[src/rtl/eep_access_arb.sv]
`default_nettype none
`timescale 1ns/1ps
// +----------------------------------------------------------------------------+
// | Module      : eep_access_arb                                               |
// | Description : Shared-access sequencer for the PID coefficient EEPROM.      |
// |               Round-robin arbitration between the control-loop reader and  |
// |               the command interpreter, EEPROM strobes, write-window timer. |
// | Revision    : 1.0  initial release                                         |
// +----------------------------------------------------------------------------+
module eep_access_arb #(
    parameter int WR_CYCLES = 1400000,
    parameter int CNT_W     = 21,
    parameter int DATA_W    = 14
) (
    input  logic              clk,
    input  logic              rst_n,
    input  logic              ctl_req,
    input  logic [1:0]        ctl_addr,
    output logic              ctl_done,
    input  logic              cmd_req,
    input  logic              cmd_wr,
    input  logic [1:0]        cmd_addr,
    input  logic [DATA_W-1:0] cmd_wdata,
    output logic              cmd_done,
    output logic [DATA_W-1:0] rd_data,
    output logic              busy,
    output logic              eep_cs_n,
    output logic              eep_r_w_n,
    output logic [1:0]        eep_addr,
    output logic [DATA_W-1:0] eep_wdata,
    input  logic [DATA_W-1:0] eep_rdata,
    output logic              chrg_pmp_en
);

    typedef enum logic [1:0] {
        ST_IDLE = 2'd0,
        ST_RD   = 2'd1,
        ST_WR   = 2'd2,
        ST_DONE = 2'd3
    } state_t;

    localparam logic             c_own_ctl  = 1'b0;
    localparam logic             c_own_cmd  = 1'b1;
    localparam logic [CNT_W-1:0] c_wr_last  = CNT_W'(WR_CYCLES - 1);
    localparam logic [CNT_W-1:0] c_cnt_one  = CNT_W'(1);

    state_t              r_state;
    state_t              w_state_nxt;
    logic                r_owner;
    logic                r_last_gnt;
    logic                r_wr;
    logic [1:0]          r_addr;
    logic [DATA_W-1:0]   r_wdata;
    logic [DATA_W-1:0]   r_rd_data;
    logic [CNT_W-1:0]    r_timer;
    logic                w_grant;
    logic                w_gnt_owner;
    logic                w_timer_end;

    // Grant selection: a lone requester wins, a tie goes to whoever was not served last
    always_comb begin
        w_grant     = ctl_req | cmd_req;
        w_gnt_owner = cmd_req ? c_own_cmd : c_own_ctl;
        if (ctl_req && cmd_req) begin
            w_gnt_owner = ~r_last_gnt;
        end
    end

    assign w_timer_end = (r_timer == c_wr_last);

    // Next-state and state-decoded outputs; nothing here looks at req, so eep_* stay glitch-free
    always_comb begin
        w_state_nxt = r_state;
        eep_cs_n    = 1'b1;
        eep_r_w_n   = 1'b1;
        chrg_pmp_en = 1'b0;
        busy        = 1'b1;
        ctl_done    = 1'b0;
        cmd_done    = 1'b0;
        case (r_state)
            ST_IDLE: begin
                busy = 1'b0;
                if (w_grant) begin
                    w_state_nxt = (w_gnt_owner == c_own_cmd && cmd_wr) ? ST_WR : ST_RD;
                end
            end
            ST_RD: begin
                eep_cs_n    = 1'b0;
                w_state_nxt = ST_DONE;
            end
            ST_WR: begin
                eep_cs_n    = 1'b0;
                eep_r_w_n   = 1'b0;
                chrg_pmp_en = 1'b1;
                if (w_timer_end) begin
                    w_state_nxt = ST_DONE;
                end
            end
            ST_DONE: begin
                ctl_done    = (r_owner == c_own_ctl);
                cmd_done    = (r_owner == c_own_cmd);
                w_state_nxt = ST_IDLE;
            end
            default: begin
                w_state_nxt = ST_IDLE;
            end
        endcase
    end

    // State register
    always_ff @(posedge clk or negedge rst_n) begin
        if (!rst_n) begin
            r_state <= ST_IDLE;
        end else begin
            r_state <= w_state_nxt;
        end
    end

    // Transaction context latched at grant; last_gnt moves only when a transaction finishes
    always_ff @(posedge clk or negedge rst_n) begin
        if (!rst_n) begin
            r_owner    <= c_own_ctl;
            r_last_gnt <= c_own_cmd;
            r_wr       <= 1'b0;
            r_addr     <= 2'b00;
            r_wdata    <= '0;
        end else begin
            if (r_state == ST_IDLE && w_grant) begin
                r_owner <= w_gnt_owner;
                if (w_gnt_owner == c_own_cmd) begin
                    r_addr  <= cmd_addr;
                    r_wr    <= cmd_wr;
                    r_wdata <= cmd_wdata;
                end else begin
                    r_addr  <= ctl_addr;
                    r_wr    <= 1'b0;
                end
            end
            if (r_state == ST_DONE) begin
                r_last_gnt <= r_owner;
            end
        end
    end

    // Write-window timer: counts from 0 on entry to WR and is cleared on the last window cycle
    always_ff @(posedge clk or negedge rst_n) begin
        if (!rst_n) begin
            r_timer <= '0;
        end else if (r_state == ST_WR && !w_timer_end) begin
            r_timer <= r_timer + c_cnt_one;
        end else begin
            r_timer <= '0;
        end
    end

    // Read-data capture during the single RD cycle; writes never touch it
    always_ff @(posedge clk or negedge rst_n) begin
        if (!rst_n) begin
            r_rd_data <= '0;
        end else if (r_state == ST_RD) begin
            r_rd_data <= eep_rdata;
        end
    end

    assign rd_data   = r_rd_data;
    assign eep_addr  = r_addr;
    assign eep_wdata = r_wdata;

endmodule
`default_nettype wire

[config.mk]
export PLATFORM = sky130hd
export DESIGN_NAME = eep_access_arb
export DESIGN_NICKNAME = d
export VERILOG_FILES = /design/src/rtl/eep_access_arb.sv
export SDC_FILE = /design/constraint.sdc
export NUM_CORES = 1
export LEC_CHECK = 0
export CORE_MARGIN = 2
export CORE_UTILIZATION = 41
export CTS_BUF_LIST = sky130_fd_sc_hd__clkbuf_4 sky130_fd_sc_hd__clkbuf_8
export CTS_CLUSTER_DIAMETER = 80
export DETAILED_ROUTE_END_ITERATION = 8
export HOLD_SLACK_MARGIN = 0.15
export PLACE_DENSITY = 0.71
export SYNTH_ARGS = -nofsm -noshare
export SYNTH_HDL_FRONTEND = slang
export SYNTH_SLANG_ARGS = --single-unit
[constraint.sdc]
create_clock -name clk -period 1.7 [get_ports clk]
set_input_delay 0.17 -clock clk [delete_from_list [all_inputs] [get_ports clk]]
set_output_delay 0.17 -clock clk [all_outputs]
set_load 0.01 [all_outputs]
# Yosys cells after proc, flatten, opt, wreduce, memory -nomap -nowiden
# Cells that the tools add are included.
[word_totals]
input_bits = 37
ramBits = 0
ff_bits = 55
mem_count = 0
rom_bits = 0
latch_bits = 0
out_inout_bits = 36
[classes]
mux = 14
bitwise = 3
n_lt_le_gt_ge = 0
n_mul = 0
add_sub_neg = 1
n_reduce_logical = 9
eq_ne = 6
shift = 0
div = 0
[op_table]
columns = ["operator", "count"]
rows = [
  ["21-bit by 1-bit adder with 21-bit output, second input constant", 1],
  ["21-bit equality test, second input constant", 1],
  ["21-bit 2-to-1 mux", 1],
  ["1-bit 2-to-1 mux", 8],
  ["2-bit 2-to-1 mux", 4],
  ["2-bit one-hot mux with 4 select lines", 1],
  ["2-bit equality test, second input constant", 2],
  ["1-bit logical AND", 4],
  ["2-bit inequality test, second input constant", 2],
  ["2-bit AND reduction", 2],
  ["2-bit by 1-bit equality test with 1-bit output, second input constant", 1],
  ["2-bit logical NOT", 1],
  ["1-bit inverter", 2],
  ["2-bit OR reduction", 1],
  ["1-bit logical NOT", 1],
  ["1-bit bitwise OR", 1],
]

# Depth between registers and ports, before layout
# Gate-level depths: netlist of run 1.
[logic_depth]
word_depth = 6
mapped_depth = 6
depth_no_buf = 6

# Worst setup path before layout of run 1
# Ideal clock, no wire load.
[synth_timing]
path_kind = "reg-to-reg"
from = "reg r_state[0]"
to = "reg r_state[1]"
stages_incl_launch_ff = 7
n_path_buf = 0
t_arrival_ns = 1.490
setup_slack_ns = 0.083
required_ns = 1.573
path_cell_list = "dfrtp_1 > inv_1 > ha_1 > inv_1 > a21oi_1 > a2111o_1 > o32a_2"
[synth_via]
elab_chain_len = 3
elab_cells_between_ends = 8
classes_between = "eq/ne (5); mux (1); reduce/logical (2)"
[synth_rtl]
columns = ["element", "line_no", "source"]
rows = [
  ["from (decl)", "47", "state_t r_state;"],
  ["from (signal assigned)", "115", "r_state <= w_state_nxt;"],
  ["2-bit equality test / 2-bit logical NOT (equally long branches)", "80", "case (r_state)"],
  ["2-bit inequality test (no line)", "--", ""],
  ["2-bit AND reduction (no line)", "--", ""],
]
# Parallel ways exist; a longest one is shown, timed or not.
# A chain may end at the register's enable or synchronous reset.

# Final worst setup path of run 1
[layout_timing]
from = "reg r_state[1]"
to = "out cmd_done"
[layout_via]
elab_chain_len = 2
[layout_rtl]
columns = ["element", "line_no", "source"]
rows = [
  ["2-bit equality test", "80", ""],
  ["1-bit 2-to-1 mux", "80", ""],
  ["to (decl)", "24", "output logic cmd_done,"],
]
# No other way between the ends.

==> flow_metrics.env, run 1 <==
export IMPL_filler_cell_count=511
export IMPL_synth_fa_ha_area_share_pct=3.01
export IMPL_synthSimpleGateAreaFrac_pct=15.2
export IMPL_post_place_cells=368
export IMPL_syn_to_final_growth_pct=42.8
export IMPL_timing_hold_ws_ps=388
export IMPL_relSlewSlack_pct=74.9
export IMPL_grtUsageTotal_pct=16.5
export IMPL_worstSetupPathType="reg -> out"
export IMPL_clk_path_buf_depth=2
export IMPL_p_per_area_mw_per_mm2=1330
export IMPL_synth_async_reset_ratio_pct=100
export IMPL_combPwrFrac_pct=42.1
export IMPL_cpMaxStageDelayCell="dfrtp_1"
export IMPL_crit_chain="buf_4, ha_1, and2_1, dlygate4sd2_1"
export IMPL_path_max_fanout=3
export IMPL_dpl_hpwl_mm=3.72
export IMPL_hold_path_class="in -> async"
export IMPL_htreeDepth=2
export IMPL_synth_xor_area_share_pct=5.27
export IMPL_synth_top_area_cell="dfrtp_1"
export IMPL_yosysSeqAreaShare_pct=55.3
export IMPL_yosys_warnings=0
export IMPL_hold_viol=0
export IMPL_grt_pass1_wl_mm=8.43
export IMPL_synth_ff_type="dfrtp_1"
export IMPL_p_int_w=0.00328
export IMPL_layout_nets=347
export IMPL_cp_end_kind="primary output"
export IMPL_wl_per_cell_um=13.5
export IMPL_ioPinCount=73
export IMPL_skew_ps=8.54
export IMPL_initialDrtViolationCount=65
export IMPL_clock_latency_ps=310
export IMPL_synth_distinct_cells=37
export IMPL_die_h_um=82.0
export IMPL_tns_ps=0
export IMPL_utilization_pct=60.4
export IMPL_seqCellArea_sq_mm=0.00138
export IMPL_synthMuxAreaShare_pct=13.9
export IMPL_syn_num_nets=252
export IMPL_cp_data_arrival_time_ps=1470
export IMPL_yosys_top_cells_area="dfrtp_1 (54%), mux2_2 (13%), xor2_1 (3.9%), nor2_1 (3.2%), ha_1 (3.0%)"
export IMPL_syn_area_sq_mm=0.00249
export IMPL_start_util_pct=42.3
export IMPL_setup_viol=0
export IMPL_synth_cells=209
export IMPL_via_per_inst=4.95
export IMPL_synth_top_family_by_area="simple AND/OR/NAND/NOR gates"
export IMPL_first_global_vias=1927
export IMPL_max_cap_violations=0
export IMPL_crit_family="buffers and inverters"
export IMPL_tightest_slew_ps=373
export IMPL_post_route_min_period_ps=1640
export IMPL_final_layout_size_suffix_gt1_share_pct=23.0
export IMPL_fmax_ghz=0.611
export IMPL_worst_path_buf_inv=2
export IMPL_clkSinkCount=55
export IMPL_gp_congestion=0.773
export IMPL_p_seq_share_pct=42.4
export IMPL_final_cells=380
export IMPL_synth_compound_area_share_pct=4.52
export IMPL_period_share_pct=96.3
export IMPL_status="complete, no violations"
export IMPL_grt_overflow=0
export IMPL_grt_max_degree=56
export IMPL_synth_edf_count=0
export IMPL_antenna_cells=0
export IMPL_clkPwrFrac_pct=15.5
export IMPL_cp_slowest_stage_delay_ps=410
export IMPL_num_rows=28
export IMPL_r2r_start="r_timer[16]"
export IMPL_die_area_sq_mm=0.00672
export IMPL_die_w_um=82.0
export IMPL_synth_avg_cell_area_sq_um=11.9
export IMPL_totalWireLength_mm=5.15
export IMPL_maxSlewViolCount=0
export IMPL_p_sw_share_pct=30.9
export IMPL_ys_ff_latch=55
export IMPL_start_kind="flip-flop"
export IMPL_clk_pin_slew_ps=100
export IMPL_antenna_found_initial=0
export IMPL_p_sw_w=0.00146
export IMPL_numCtsBuffers=5
export IMPL_p_leak_nw=1.56
export IMPL_synth_top_cell_area_share_pct=54.2
export IMPL_firstDrtPassIters=4
export IMPL_cts_tree="done"
export IMPL_ant_nets=0
export IMPL_coreArea_sq_mm=0.00589
export IMPL_drc_errors=0
export IMPL_clockRootBuffer="clkbuf_8"
export IMPL_cp_required_ps=1530
export IMPL_vias=1882
export IMPL_rsz0062_at_grt="false"
export IMPL_crit_start="r_state[1]"
export IMPL_multi_input_area_sq_mm=0.00106
export IMPL_ir_worst_vdd_uv=779
export IMPL_io_buffers=72
## sequential cells by signal (all words and copies together) (netlist names)
signal	cells
r_timer	21
eep_wdata	14
rd_data	14
eep_addr	2
r_state	2
r_last_gnt	1
r_owner	1
## worst paths after layout
path / to / slack (ps) / depth (start not counted)
min in group clk: rd_data[0] / 460 / 2
worst max-delay path: cmd_done / 60 / 4
max in group asynchronous: r_last_gnt / 1030 / 3
worst max register to register: r_state[1] / 80 / 4
worst min-delay path: r_timer[20] / 390 / 3
worst min register to register: r_timer[0] / 470 / 1
## tightest hold or removal path, stage by stage
cell and delay [ps]:
dlygate4sd3_1 520, buf_2 120, buf_12 270
## cell usage after synthesis, types with 6 or more instances
library cell / count
nand2_1: 10
mux2_2: 29
xor2_1: 11
nor2_1: 21
inv_1: 7
nand4_1: 11
nand3_1: 6
dfrtp_1: 54
o21ai_0: 6
ha_1: 6
## power by group through the flow
stage                     combinational, W  clock [W]  sequential [W]
after floorplan                   0.000692          0         0.00219
after global placement             0.00201          0         0.00201
after detailed placement           0.00202          0         0.00204
after global routing               0.00215   0.000822         0.00208
final                              0.00200   0.000737         0.00201
after CTS                          0.00202   0.000775         0.00202
## layout make-up
class,count,area share [%]
clock buffers,6,2.15
clock inverters,2,0.457
multi-input cells,140,29.8
well taps,75,2.64
inverters,7,0.739
flip-flops and latches,55,38.7
repair buffers,95,25.5
## layer usage
metal  vias up  part of all wire (%)  GRT usage [%]
met5         -                     0              0
met4         0                   2.2           6.50
met3        11                   4.8           4.95
met2        44                    48           26.9
met1       901                    45           20.4
li1        926                     -              -
## cell families after synthesis
| group | Yosys count |
|---|---|
| AOI/OAI and AO/OA | 17 |
| xor gates and xnor gates | 15 |
| adders and majority gates | 6 |
| buffers and inverters | 14 |
| muxes | 31 |
| DFF | 55 |
| and+or+nand+nor | 71 |
## repair_timing
item | 4_1_cts | 5_1_grt
setup endpoints to repair | 6 | 21
setup buffers | 3 | 0
gates cloned | 0 | 0
resized for setup | 6 | 4
hold buffers | 1 | 0
endpoints found under the hold margin | 55 | 0
## stage by stage
| stage | power [W] | setup WS, ps | cell area (sq um) |
|---|---|---|---|
| 6_report | 0.00475 | 63.3 | 3560 |
| 5_1_grt | 0.00506 | 2.25 | 3560 |
| 4_1_cts | 0.00482 | 4.86 | 3540 |
| 3_5_place_dp | 0.00406 | 40.8 | 3430 |
| 3_3_place_gp | 0.00402 | 84.0 | 3430 |
| 2_1_floorplan | 0.00289 | 82.8 | 2490 |
## layout by cell type (no fill, tap or decap), types with 2 or more instances in the layout
master           instances
nand4_1                 11
nand2_1                 10
xor2_1                  11
clkbuf_8                 5
ha_1                     5
mux2i_1                  2
mux2_2                  29
inv_1                    6
nor2_1                  21
xnor2_1                  4
or3_1                    2
a21oi_1                  4
o21ai_0                  6
nor4_1                   3
nand3_1                  6
and4_1                   3
dlygate4sd2_1            6
and2_1                   4
buf_12                   2
clkdlybuf4s50_1         65
buf_4                   20
dfrtp_1                 54
and3_1                   2
(Power assumes the default switching activity.)
==> run 2, diff against run 1 <==
--- a/config.mk
+++ b/config.mk
@@ -5,6 +5,7 @@
 export SDC_FILE = /design/constraint.sdc
 export NUM_CORES = 1
 export LEC_CHECK = 0
+export CAP_MARGIN = 20
 export CORE_MARGIN = 2
 export CORE_UTILIZATION = 41
 export CTS_BUF_LIST = sky130_fd_sc_hd__clkbuf_4 sky130_fd_sc_hd__clkbuf_8
==> results of run 2 <==
Same layout as run 1: the final DEF is identical, and so are final timing and power.
